==> src/rtl/instr_fetch_ir_if.sv <==
// Instruction-memory read port shared by the fetch stage (master) and the memory (slave).
interface instr_fetch_ir_if;
    logic        imem_req;
    logic [9:0]  imem_addr;
    logic        imem_ack;
    logic [11:0] imem_rdata;

    modport master (
        output imem_req,
        output imem_addr,
        input  imem_ack,
        input  imem_rdata
    );

    modport slave (
        input  imem_req,
        input  imem_addr,
        output imem_ack,
        output imem_rdata
    );
endinterface

==> src/rtl/instr_fetch_ir.sv <==
// Instruction fetch + IR stage: fetches the word at pc, holds it for the sequencer, then strobes REPC/INC.
// Optional ack-wait timeout with sticky fetch_err is compiled in with IF_FETCH_TIMEOUT_EN.
module instr_fetch_ir #(
    parameter int unsigned TIMEOUT_CYCLES = 16
) (
    input  logic                    clk,
    input  logic                    reset_ir,
    input  logic                    run,
    input  logic [9:0]              pc,
    instr_fetch_ir_if.master        imem,
    output logic [3:0]              ir_opcode,
    output logic [7:0]              ir_operand_addr,
    output logic                    ir_valid,
    input  logic                    ex_done,
    output logic                    REPC,
    output logic                    INC,
    output logic                    fetch_err
);

    if (TIMEOUT_CYCLES < 1 || TIMEOUT_CYCLES > 255) begin : g_timeout_range
        $error("instr_fetch_ir: TIMEOUT_CYCLES must be in 1..255");
    end

`ifdef IF_FETCH_TIMEOUT_EN
    typedef enum logic [2:0] {IDLE, REQ, LOAD, ADVANCE, ERR} state_t;
    localparam logic [7:0] WAIT_LIMIT = 8'(TIMEOUT_CYCLES - 1);
    logic [7:0] wait_cnt_q, wait_cnt_d;
    logic       fetch_err_q, fetch_err_d;
`else
    typedef enum logic [2:0] {IDLE, REQ, LOAD, ADVANCE} state_t;
`endif

    state_t     state_q, state_d;
    logic       imem_req_q, imem_req_d;
    logic [9:0] imem_addr_q, imem_addr_d;
    logic [3:0] ir_opcode_q, ir_opcode_d;
    logic [7:0] ir_operand_q, ir_operand_d;
    logic       ir_valid_q, ir_valid_d;
    logic       repc_q, repc_d;
    logic       inc_q, inc_d;

    always_comb begin
        state_d      = state_q;
        imem_req_d   = imem_req_q;
        imem_addr_d  = imem_addr_q;
        ir_opcode_d  = ir_opcode_q;
        ir_operand_d = ir_operand_q;
        ir_valid_d   = ir_valid_q;
        repc_d       = 1'b0;
        inc_d        = 1'b0;
`ifdef IF_FETCH_TIMEOUT_EN
        wait_cnt_d   = wait_cnt_q;
        fetch_err_d  = fetch_err_q;
`endif
        case (state_q)
            IDLE: begin
                if (run) begin
                    imem_addr_d = pc;
                    imem_req_d  = 1'b1;
                    state_d     = REQ;
`ifdef IF_FETCH_TIMEOUT_EN
                    wait_cnt_d  = 8'd0;
`endif
                end
            end
            REQ: begin
                // An ack always wins, even alongside ex_done or the timeout limit.
                if (imem.imem_ack) begin
                    ir_opcode_d  = imem.imem_rdata[11:8];
                    ir_operand_d = imem.imem_rdata[7:0];
                    ir_valid_d   = 1'b1;
                    imem_req_d   = 1'b0;
                    state_d      = LOAD;
                end
`ifdef IF_FETCH_TIMEOUT_EN
                else if (wait_cnt_q == WAIT_LIMIT) begin
                    imem_req_d  = 1'b0;
                    fetch_err_d = 1'b1;
                    state_d     = ERR;
                end else begin
                    wait_cnt_d = wait_cnt_q + 8'd1;
                end
`endif
            end
            LOAD: begin
                if (ex_done) begin
                    ir_valid_d = 1'b0;
                    repc_d     = 1'b1;
                    inc_d      = 1'b1;
                    state_d    = ADVANCE;
                end
            end
            ADVANCE: begin
                // The PC unit presents its next value while REPC is high, so it is captured here.
                if (run) begin
                    imem_addr_d = pc;
                    imem_req_d  = 1'b1;
                    state_d     = REQ;
`ifdef IF_FETCH_TIMEOUT_EN
                    wait_cnt_d  = 8'd0;
`endif
                end else begin
                    state_d = IDLE;
                end
            end
`ifdef IF_FETCH_TIMEOUT_EN
            ERR: begin
                state_d = ERR;
            end
`endif
            default: begin
                state_d = IDLE;
            end
        endcase
    end

    always_ff @(posedge clk) begin
        if (reset_ir) begin
            state_q      <= IDLE;
            imem_req_q   <= 1'b0;
            imem_addr_q  <= 10'd0;
            ir_opcode_q  <= 4'd0;
            ir_operand_q <= 8'd0;
            ir_valid_q   <= 1'b0;
            repc_q       <= 1'b0;
            inc_q        <= 1'b0;
`ifdef IF_FETCH_TIMEOUT_EN
            wait_cnt_q   <= 8'd0;
            fetch_err_q  <= 1'b0;
`endif
        end else begin
            state_q      <= state_d;
            imem_req_q   <= imem_req_d;
            imem_addr_q  <= imem_addr_d;
            ir_opcode_q  <= ir_opcode_d;
            ir_operand_q <= ir_operand_d;
            ir_valid_q   <= ir_valid_d;
            repc_q       <= repc_d;
            inc_q        <= inc_d;
`ifdef IF_FETCH_TIMEOUT_EN
            wait_cnt_q   <= wait_cnt_d;
            fetch_err_q  <= fetch_err_d;
`endif
        end
    end

    assign imem.imem_req   = imem_req_q;
    assign imem.imem_addr  = imem_addr_q;
    assign ir_opcode       = ir_opcode_q;
    assign ir_operand_addr = ir_operand_q;
    assign ir_valid        = ir_valid_q;
    assign REPC            = repc_q;
    assign INC             = inc_q;
`ifdef IF_FETCH_TIMEOUT_EN
    assign fetch_err       = fetch_err_q;
`else
    assign fetch_err       = 1'b0;
`endif

endmodule

==> src/flat_wrapper.sv <==
// flat-port wrapper written by rule: the top's interface ports become plain ports
module instr_fetch_ir_flat 
#(
    parameter int unsigned TIMEOUT_CYCLES = 16
)
  (clk, reset_ir, run, pc, ir_opcode, ir_operand_addr, ir_valid, ex_done, REPC, INC, fetch_err, imem_imem_req, imem_imem_addr, imem_imem_ack, imem_imem_rdata);
  instr_fetch_ir_if imem_i ();
  input  logic clk;
  input  logic reset_ir;
  input  logic run;
  input  logic [9:0] pc;
  output logic [3:0] ir_opcode;
  output logic [7:0] ir_operand_addr;
  output logic ir_valid;
  input  logic ex_done;
  output logic REPC;
  output logic INC;
  output logic fetch_err;
  output wire logic [$bits(imem_i.imem_req)-1:0] imem_imem_req;
  output wire logic [$bits(imem_i.imem_addr)-1:0] imem_imem_addr;
  input wire logic [$bits(imem_i.imem_ack)-1:0] imem_imem_ack;
  input wire logic [$bits(imem_i.imem_rdata)-1:0] imem_imem_rdata;
  assign imem_imem_req = imem_i.imem_req;
  assign imem_imem_addr = imem_i.imem_addr;
  assign imem_i.imem_ack = imem_imem_ack;
  assign imem_i.imem_rdata = imem_imem_rdata;
  instr_fetch_ir #(.TIMEOUT_CYCLES(TIMEOUT_CYCLES)) u_core (.clk(clk), .reset_ir(reset_ir), .run(run), .pc(pc), .imem(imem_i), .ir_opcode(ir_opcode), .ir_operand_addr(ir_operand_addr), .ir_valid(ir_valid), .ex_done(ex_done), .REPC(REPC), .INC(INC), .fetch_err(fetch_err));
endmodule
==> config.mk <==
export PLATFORM = sky130hd
export DESIGN_NAME = instr_fetch_ir_flat
export DESIGN_NICKNAME = d
export VERILOG_FILES = /design/src/rtl/instr_fetch_ir_if.sv /design/src/rtl/instr_fetch_ir.sv /design/src/flat_wrapper.sv
export SDC_FILE = /design/constraint.sdc
export NUM_CORES = 1
export LEC_CHECK = 0
export CAP_MARGIN = 40
export CORE_AREA = 2 2 54 56
export CTS_BUF_LIST = sky130_fd_sc_hd__clkbuf_8
export CTS_CLUSTER_SIZE = 10
export DETAILED_ROUTE_END_ITERATION = 10
export DIE_AREA = 0 0 56 58
export PLACE_DENSITY = 0.81
export SETUP_SLACK_MARGIN = 0.3
export SYNTH_ARGS = -nofsm -noshare
export SYNTH_HDL_FRONTEND = slang
export SYNTH_SLANG_ARGS = --single-unit
==> constraint.sdc <==
create_clock -name clk -period 2.18 [get_ports clk]
set_input_delay 0.436 -clock clk [delete_from_list [all_inputs] [get_ports clk]]
set_output_delay 0.436 -clock clk [all_outputs]
set_load 0.05 [all_outputs]
Yosys cells after proc, flatten, opt, wreduce, memory -nomap -nowiden
Cells that the tools add are included.
{"block": "word_totals", "output_inout_bits": 27, "input_bits": 27, "reg_bits": 28}
{"block": "op_classes", "reduce_logical": 10, "n_mux": 12, "n_bitwise": 1, "n_eq_ne": 7}
{"op": "$pmux W3 S4", "count": 1}
{"op": "$mux W3", "count": 3}
{"op": "$reduce_and A3 Y1", "count": 3}
{"op": "$eq A3 B2 Y1 const B", "count": 2}
{"op": "$mux W1", "count": 6}
{"op": "$ne A2 B2 Y1 const B", "count": 3}
{"op": "$pmux W1 S2", "count": 2}
{"op": "$reduce_and A2 Y1", "count": 2}
{"op": "$reduce_bool A2 Y1", "count": 2}
{"op": "$reduce_or A2 Y1", "count": 2}
{"op": "$eq A3 B1 Y1 const B", "count": 1}
{"op": "$logic_not A3 Y1", "count": 1}
{"op": "$ne A2 B1 Y1 const B", "count": 1}
{"op": "$not A1 Y1", "count": 1}

Logic depth before layout (Yosys ltp)
{"block": "logic_depth", "depth_word": 4, "mapped_depth": 6}

Worst setup path before layout
No wires, ideal clock.
{"block": "synth_timing", "path_kind": "flip-flop to output port", "start": "register, netlist name u_core.INC", "end": "output REPC", "stages_incl_launch_ff": 2, "t_arrival_ps": 894, "path_slack_ps": 850, "cell_sequence": "dfxtp_1 -> buf_4"}
{"element": "end, declared", "line": "flat_wrapper.sv:16", "source": "output logic REPC;"}

Worst setup path in the final report
{"block": "layout_timing", "start": "register u_core.imem_addr_q[4], in the netlist u_core.imem.imem_addr[4]", "end": "output imem_imem_addr[4]"}
{"element": "start, declared", "line": "instr_fetch_ir.sv:35", "source": "logic [9:0] imem_addr_q, imem_addr_d;"}
{"element": "start signal, assigned", "line": "instr_fetch_ir.sv:134", "source": "imem_addr_q <= imem_addr_d;"}
{"element": "end, declared", "line": "flat_wrapper.sv:20", "source": "output wire logic [$bits(imem_i.imem_addr)-1:0] imem_imem_addr;"}
No word-level cell between the ends.

==> summary.txt <==
Setup path
  – Worst setup SP type: register
  – Worst-path fanout max: 2
  – Crit path DAT: between 1 and 1.5 ns
  – CP required: 1.74 ns
  – CP Buf/Inv Count: 1
  – CP Cell Sequence: clkdlybuf4s50_1
  – Critical path type: reg2out
  – Family with the most delay on the worst path: buffers and inverters
  – Element type at the critical path end: primary output
  – Slowest-stage cell, CP: clkdlybuf4s50_1
  – Max incr delay on CP: 0.80 ns

Timing
  – RSZ-0062 raised after global routing: false
  – Tcrit/Tclk final: a little over four fifths
  – Final hold violation count: 0
  – Final setup viols: 0
  – Worst-margin pin slew: between 0.5 and 0.6 ns
  – Max frequency: 540 MHz
  – Setup TNS: 0 ns
  – Hold WS: around 0.46 ns
  – Clock Skews: 0.00238 ns
  – Headroom to the max-slew limit: 65.0%
  – Final Max Slew Viols: 0
  – Final worst path period need: about 1.9 ns

Floorplan
  – Die Ht: approximately 58 um
  – Core area: ~2700 um2
  – Die Area: 3250 um2
  – # rows: 19
  – I/O Pins: 54
  – Initial Util: 42.6%
  – Die X: around 56 um

Global routing
  – Met2 Resource Use GR: approximately a third
  – All-Layer GR Usage: 17.8%
  – First-pass GRT wire length: 4530 um
  – Met3 Use GR: 3.35%
  – Grt met1 use: between 10% and 20%
  – GR Overflow Total: 0
  – Global routing's busiest layer: met2
  – Pin count of the biggest net entering global routing: 16
  – Vias in the first global route: about 1100
  – Initial antenna violation count: 0

Logic synthesis
  – Async set-or-reset flop fraction in the synthesized netlist: 0%
  – Cell taking the most area after synthesis: dfxtp_1
  – Ys Warns: 0
  – Synth Register Bits: 27
  – Synth cell types: 27
  – Count leader, synth: nand2_1
  – Synth cell count leaders: 47 x nand2_1, 27 x dfxtp_1, 26 x a21oi_1, 6 x buf_2, 5 x ha_1
  – Cells after synthesis: 138
  – Seq/Total Area, Yosys: between 40% and 50%
  – Synthesized area: roughly 1100 um2
  – Syn Area/Cell: just over 8 um2
  – Number of synthesized flops with an enable pin: 0
  – Post-synth top flop: dfxtp_1
  – Area contributors post-synth: dfxtp_1 48%, nand2_1 16%, a21oi_1 11%
  – Top-area cell type share of the netlist area: between 40% and 50%
  – Syn_nets: between 150 and 200

CTS
  – Clock sink count: 27
  – CTS Buf Count: 3
  – Post-CTS Setup Bufs: 0
  – CTS root buffer: clkbuf_8
  – Clk buf depth: 2
  – Worst skew pair latency: around 0.27 ns
  – Htree depth: 1
  – Clock Pin Slew Worst Setup and Hold Paths: 0.09 ns
  – CTS tree: built

Drt
  – Drt total wl: around 2800 um
  – DRC Markers: 0
  – Total number of vias: 1067
  – 1st-pass router iterations: 4
  – Routed Antenna Nets: 0
  – Routed wire per std cell: 12.8 um
  – DRT iter0 DRCs: 30
  – Vias per inst: about 5

Pwr
  – Leakage power: about 0.00089 uW
  – Total power: roughly 2000 uW
  – Max IR drop VDD: between 0.0008 and 0.0009 V
  – PD cells: 1140 nW/um2

Place
  – Port Buf Inserts: 52
  – DP Wirelength: approximately 2200 um
  – Gpl congestion: ~0.75
  – Area post-placement: about 1700 um2
  – Placed cell count: ~220

Cells and area
  – Ant. Diodes: 0
  – # nets final: 221
  – Layout cells sized above 1: under 10%
  – Synthesis-to-layout area growth: 53.3%
  – Final cell count without fillers: approximately 220
  – Post-layout instance area: between 1500 and 2000 um2

Min path
  – HP Class: reg2reg

Status
  – Status: completed

Flow run
  – Max cap viols: 0
==> path summary, 6_finish.rpt <==
kind	depth (start not counted)	start	to	slack, ns
max reg2reg	5	u_core.state_q[1]	u_core.imem.imem_req	0.57
min	2	u_core.ir_opcode[3]	u_core.ir_opcode[3]	0.46
max	1	u_core.imem.imem_addr[4]	imem_imem_addr[4]	0.33
min reg2reg	2	u_core.ir_opcode[3]	u_core.ir_opcode[3]	0.46
==> placed cells by master, fill, tap and decap left out, drive strengths merged, types with 2 or more instances in the layout <==
cell type / netlist / final
and2: 2 / 2
nand2: 47 / 47
clkdlybuf4s50: 0 / 36
nand2b: 5 / 5
ha: 5 / 5
a211oi: 2 / 2
o21ai: 2 / 2
dfxtp: 27 / 27
dlymetal6s2s: 0 / 14
a21oi: 26 / 26
clkbuf: 0 / 3
inv: 2 / 2
dlygate4sd2: 0 / 2
buf: 9 / 3
==> report_power, final <==
| group | leakage (uW) | internal, uW | switching (uW) |
|---|---|---|---|
| logic | 0.000639 | 369 | 662 |
| registers | 0.000221 | 601 | 63.5 |
| clock network | 0.0000255 | 128 | 152 |
==> area by class of cell <==
type | count | area [um2]
Inverter | 2 | 7.51
Clock buffer | 3 | 41.3
Clock inverter | 1 | 5.00
Tap cell | 31 | 38.8
Sequential cell | 27 | 541
Fill cell | 229 | 925
Multi-Input combinational cell | 100 | 529
Timing Repair Buffer | 55 | 576
==> metal layers <==
layer  wire length [um]  part of all wire (%)
met5                  0                     0
met4                 52                   1.8
met3                147                   5.2
met2               1530                    54
met1               1080                    38
==> per-stage QoR <==
stage	utilization, %	setup slack, ns
after floorplan	-	0.850
after global placement	62.3	0.578
after detailed placement	62.3	0.456
after CTS	64.0	0.307
after global routing	65.3	0.300
final	65.3	0.329
==> kinds of logic after synthesis <==
group	count (synthesis)	synth area share, %
simple gates	62	25.4
compound gates	32	15.5
flops	27	47.7
buf+inv	11	5.63
fa+ha+maj	5	5.52
other cells	1	0.331
==> registers in the layout, summed over array words and instances, names as in the netlist <==
name	cells
u_core.ir_valid	1
u_core.INC	1
u_core.imem.imem_req	1
u_core.imem.imem_addr	10
u_core.state_q	2
u_core.ir_operand_addr	8
u_core.ir_opcode	4
==> what timing repair did <==
item,4_1_cts,5_1_grt
hold buffers,0,0
setup endpoints to repair,2,14
gates resized for setup,2,14
No activity file was read; power rests on OpenSTA's default activity.
==> patch 1, RTL diff (config.mk and constraints unchanged) <==
Take the reset off `imem_addr_q` and load it in a clocked block of its own.
--- a/src/rtl/instr_fetch_ir.sv
+++ b/src/rtl/instr_fetch_ir.sv
@@ -118,7 +118,6 @@
         if (reset_ir) begin
             state_q      <= IDLE;
             imem_req_q   <= 1'b0;
-            imem_addr_q  <= 10'd0;
             ir_opcode_q  <= 4'd0;
             ir_operand_q <= 8'd0;
             ir_valid_q   <= 1'b0;
@@ -131,7 +130,6 @@
         end else begin
             state_q      <= state_d;
             imem_req_q   <= imem_req_d;
-            imem_addr_q  <= imem_addr_d;
             ir_opcode_q  <= ir_opcode_d;
             ir_operand_q <= ir_operand_d;
             ir_valid_q   <= ir_valid_d;
@@ -142,6 +140,10 @@
             fetch_err_q  <= fetch_err_d;
 `endif
         end
+    end
+
+    always_ff @(posedge clk) begin
+        imem_addr_q <= imem_addr_d;
     end
 
     assign imem.imem_req   = imem_req_q;
Behaviour: not the same (Yosys sat finds a counterexample within 4 cycles, from zero or initial values and one cycle with reset_ir high).
==> patch 1 against the original RTL <==
Area after synthesis decreased by 4.7%. Total power fell by 1.2%. Count of clock-buffer cells in the layout unchanged. Core utilization down 2.1 points. Worst setup slack better by 15 ps. Sequential share of layout area up 7.0 points. Sequential cell count unchanged. Wire length decreased by 11%. Clock power down 4%. Largest cell class is now registers. Synthesized cell count decreased by 25%. Global-route usage shrank 1.8 points. Cell count shrank 15%. Design area decreased by 3.2%.
==> patch 1: results (changes against the original RTL) <==
| Metric | Value |
|---|---|
| Logic depth of the worst register-to-register path | `5 (unchanged)` |
| Post-Route Setup TNS | `0 ps (unchanged)` |
| 1st-pass router iterations | `2 (-2)` |
| Post-synthesis net count | `136 (-20%)` |
| Via count of the first global-routing pass | `900 (-15%)` |
| Number of synthesized flops with an enable pin | `10 (+10)` |
| Lkg Pwr | `0.850 nW (-4.0%)` |
| Area share of fa/ha/maj cells after synthesis | `5.79% (+0.27 points)` |
| Weighted congestion reported at the end of routability-driven placement | `0.759 (+1.7%)` |
| Largest incremental delay on the critical path | `800 ps (about the same)` |
| Leading cell types by count after synthesis | `sky130_fd_sc_hd__nand2_1, sky130_fd_sc_hd__dfxtp_1, sky130_fd_sc_hd__a21oi_1, sky130_fd_sc_hd__edfxtp_1, sky130_fd_sc_hd__ha_1` |
| Overall via count from detail_route | `933 (-13%)` |
| Global-route wire length before repair | `4.02 mm (-11%)` |
| Delay-heaviest family, CP | `buffers and inverters` |
| Sequential share of the synthesized area | `59.3% (+12 points)` |
| Count of filler cells inserted in the layout | `233 (+1.7%)` |
| Max Fanout on Critical Path | `1 (-1)` |
| VDD IR max | `0.718 mV (-18%)` |
| Maximum clock path buffer count | `2 (unchanged)` |
| Total Nets Final | `188 (-15%)` |
| Crit path from | `u_core.imem.imem_addr[6]$_DFFE_PP_` |
| Fraction of synthesized area in multiplexers | `0% (unchanged)` |
| Average detailed-routed wire length per instance | `13.5 um (+5.2%)` |
| Synthesis warning total | `0 (unchanged)` |
| Dominant cells by area after synthesis | `sky130_fd_sc_hd__dfxtp_1, sky130_fd_sc_hd__edfxtp_1, sky130_fd_sc_hd__nand2_1, sky130_fd_sc_hd__a21oi_1, sky130_fd_sc_hd__ha_1` |
| Synthesized-area fraction occupied by ao, oa, aoi and oai cells | `11.6% (-3.9 points)` |
| Violation count after the first detailed-route iteration | `13 (-57%)` |
| Worst reg2reg path startpoint | `u_core.state_q[1]$_SDFFE_PP0P_` |
| Proportion of layout cells with a drive suffix above 1 | `5.81% (-1.1 points)` |
| CTS Root Buffer Type | `sky130_fd_sc_hd__clkbuf_8` |
| Ant diodes | `0 (unchanged)` |
| Reg-to-reg setup timing slack | `620 ps (+50 ps)` |
| Overall global routing resource usage | `16.0% (-1.8 points)` |
| Dpl hpwl | `1.96 mm (-11%)` |
| Pin count of the biggest net entering global routing | `18 (+2)` |
| Status | `completed` |
| Worst slew pin tran | `610 ps (+85.9 ps)` |
| Clock Skews | `2.77 ps (+0.382 ps)` |
| Endpoint of the most critical setup path | `imem_imem_addr[6]` |
| Setup bufs post-CTS | `0 (unchanged)` |
## patch 1: changes by cell type in the layout (fill, tap and decap cells not counted), sizes merged, moves of 2 or more
cell,before,now
edfxtp,0,10
nand2,47,27
a21oi,26,16
buf,3,1
dfxtp,27,17
## patch 1: per-stage QoR
stage               utilization (%)  area (sq um)  total power [mW]  setup WS (ps)  cells
floorplan                         -          1080              1.41            555    104
global placement               60.3          1610              1.69            586    182
detailed placement             60.3          1610              1.72            534    182
CTS                            61.8          1650              1.97            303    186
global route                   63.2          1680              2.06            306    186
finish                         63.2          1680              1.95            345    186
## patch 1: timing repair
item                       in CTS  in global routing
setup endpoints to repair       3                 14
gates resized for setup         3                 14
gates cloned                    0                  0
hold endpoints to repair        0                  0
## patch 1: area by class of cell
cell class	count	area share [%]
sequential	27	38.1
clock inverter	1	0.223
tap	31	2.31
timing repair buffer	53	33.3
inverter	2	0.446
clock buffer	3	2.46
multi-input combinational	69	23.2
## patch 1: worst min path at each step
stage	startpoint	endpoint	slack [ps]	cells after the start
finish	u_core.ir_opcode[2]$_SDFFE_PP0P_	u_core.ir_opcode[2]$_SDFFE_PP0P_	460	2
global route	u_core.ir_operand_addr[0]$_SDFFE_PP0P_	u_core.ir_operand_addr[0]$_SDFFE_PP0P_	490	2
CTS	u_core.ir_opcode[3]$_SDFFE_PP0P_	u_core.ir_opcode[3]$_SDFFE_PP0P_	470	2
detailed placement	u_core.ir_opcode[3]$_SDFFE_PP0P_	u_core.ir_opcode[3]$_SDFFE_PP0P_	450	2
global placement	u_core.ir_operand_addr[1]$_SDFFE_PP0P_	u_core.ir_operand_addr[1]$_SDFFE_PP0P_	450	2
floorplan	pc[0]	u_core.imem.imem_addr[0]$_DFFE_PP_	530	0
## patch 1: layer usage
metal	wire (um)	up-vias	global-route usage (%)	part of all wire (%)
met4	63	0	8.50	2.5
met1	1020	436	16.8	40
met5	0	-	0	0
li1	-	451	-	-
met3	130	8	3.79	5.2
met2	1300	38	29.6	52
## patch 1: kinds of logic after synthesis
group,count (synthesis)
and+or+nand+nor,41
DFF,27
AOI/OAI and AO/OA,22
buffers and inverters,8
adders and majority gates,5
other,1
## patch 1: report_power, final
part / internal, mW / switching, mW / total (mW)
Sequential: 0.661 / 0.0640 / 0.725
Combinational: 0.333 / 0.624 / 0.957
Clock: 0.126 / 0.144 / 0.270
Total: 1.12 / 0.832 / 1.95
==> patch 2, RTL diff (same flow settings) <==
Without the edit above. Build with the macro `IF_FETCH_TIMEOUT_EN` defined.
--- a/src/rtl/instr_fetch_ir.sv
+++ b/src/rtl/instr_fetch_ir.sv
@@ -1,5 +1,7 @@
 // Instruction fetch + IR stage: fetches the word at pc, holds it for the sequencer, then strobes REPC/INC.
 // Optional ack-wait timeout with sticky fetch_err is compiled in with IF_FETCH_TIMEOUT_EN.
+`define IF_FETCH_TIMEOUT_EN
+
 module instr_fetch_ir #(
     parameter int unsigned TIMEOUT_CYCLES = 16
 ) (
Function: no difference found for any inputs over 10 cycles, from zero or initial values and one cycle with reset_ir high; that may be too few to reach the edited logic, so the function may still have changed.
==> patch 2 against the original RTL <==
Total power shrank 23%. Worst setup slack lost 25 ps. Design area grew 27%. Non-clock buffer count grew 1. Die area is the same. Critical endpoint is now ir_operand_addr[1]. Wire length grew 46%. Via count grew 44%. Sequential cell count grew 10. Area after synthesis grew 34%. Highest routed layer unchanged.
==> patch 2: results (changes against the original RTL) <==
| Metric | Value |
|---|---|
| Post-placement worst setup slack | `196 ps (-260 ps)` |
| Data arrival time of the critical path | `1440 ps (+30 ps)` |
| VDD IR max | `0.709 mV (-19%)` |
| Crit path from | `u_core.ir_operand_addr[1]$_SDFFE_PP0P_` |
| Worst Min Path Start | `u_core.imem.imem_addr[8]$_SDFFE_PP0P_` |
| Clock Skews | `5.19 ps (+2.80 ps)` |
| Lkg Pwr | `1.15 nW (+29%)` |
| Overall via count from detail_route | `1533 (+44%)` |
| Worst reg2reg path startpoint | `u_core.wait_cnt_q[7]$_SDFFE_PP0P_` |
| Logic depth of the worst register-to-register path | `4 (-1)` |
| Dpl hpwl | `2.72 mm (+24%)` |
| Clock latency reported for the late side of the worst-skew pair | `290 ps (+20 ps)` |
| Cells resized by post-CTS repair | `9 (+7)` |
| Status | `completed` |
| Worst-path clk slew | `70 ps (-20 ps)` |
| Overall global routing resource usage | `24.0% (+6.2 points)` |
| Via count of the first global-routing pass | `1389 (+31%)` |
| Final Cycle Share | `86.0% (+1.2 points)` |
| Weighted congestion reported at the end of routability-driven placement | `0.827 (+11%)` |
| Global-route wire length before repair | `6.09 mm (+34%)` |
| Number of distinct library cells after synthesis | `37 (+37%)` |
| Violation count after the first detailed-route iteration | `47 (+57%)` |
| Reg-to-reg setup timing slack | `350 ps (-220 ps)` |
| 1st-pass router iterations | `5 (+1)` |
| Sequential share of the synthesized area | `48.7% (+1.0 points)` |
| Worst rel slew slack | `65.1% (+0.095 points)` |
| Dominant cells by area after synthesis | `sky130_fd_sc_hd__dfxtp_1, sky130_fd_sc_hd__nand2_1, sky130_fd_sc_hd__a21oi_1, sky130_fd_sc_hd__nor3_1, sky130_fd_sc_hd__a211o_1` |
| Endpoint of the most critical setup path | `ir_operand_addr[1]` |
| Total Nets Final | `265 (+20%)` |
patch 2: cell count changes in the layout (fill, tap and decap cells not counted), sizes merged, moves of 3 or more:
cell           before  now
dfxtp              27   37
clkdlybuf4s50      36   27
nor3                0    9
dlygate4sd2         2    9
a211o               0    4
and3                1    5
ha                  5    1
nand3               1    5
nor2                1    5
dlymetal6s2s       14   17
nand2b              5    2
nor2b               1    4
patch 2: final cells by class:
class                           instances  area (sq um)
Clock buffer                            5          68.8
Timing Repair Buffer                   56           584
Fill cell                             163           448
Multi-Input combinational cell        135           756
Tap cell                               31          38.8
Sequential cell                        37           742
Clock inverter                          3          17.5
Inverter                                2          7.51
patch 2: through the flow:
stage | cells | power (mW) | hold WS (ps)
after global placement | 260 | 1.06 | 442
after detailed placement | 260 | 1.07 | 446
after CTS | 268 | 1.52 | 455
after floorplan | 185 | 0.944 | 475
after global routing | 269 | 1.59 | 469
final | 269 | 1.53 | 451
patch 2: cells by family (layout without fill, tap and decap cells):
group                      count (synthesis)  after routing  share of synthesized area [%]
and+or+nand+nor                           91             91                           28.9
AOI/OAI and AO/OA                         41             41                           16.8
DFF                                       37             37                           48.7
buffers and inverters                     13             66                           3.62
adders and majority gates                  1              1                          0.822
xor gates and xnor gates                   1              1                          0.576
muxes                                      1              1                          0.658
patch 2: power by group:
part	total [mW]	internal [mW]	leakage (nW)	switching, mW
Clock	0.470	0.220	0.0439	0.250
Sequential	0.733	0.709	0.302	0.0241
Combinational	0.326	0.123	0.799	0.203
patch 2: routing by layer:
metal | track usage, % | wire, um | up-vias | share of wire [%]
met3 | 8.26 | 236 | 10 | 5.8
met4 | 10.5 | 58 | 0 | 1.4
li1 | - | - | 747 | -
met1 | 26.4 | 1630 | 726 | 40
met2 | 42.2 | 2180 | 50 | 53
met5 | 0 | 0 | - | 0
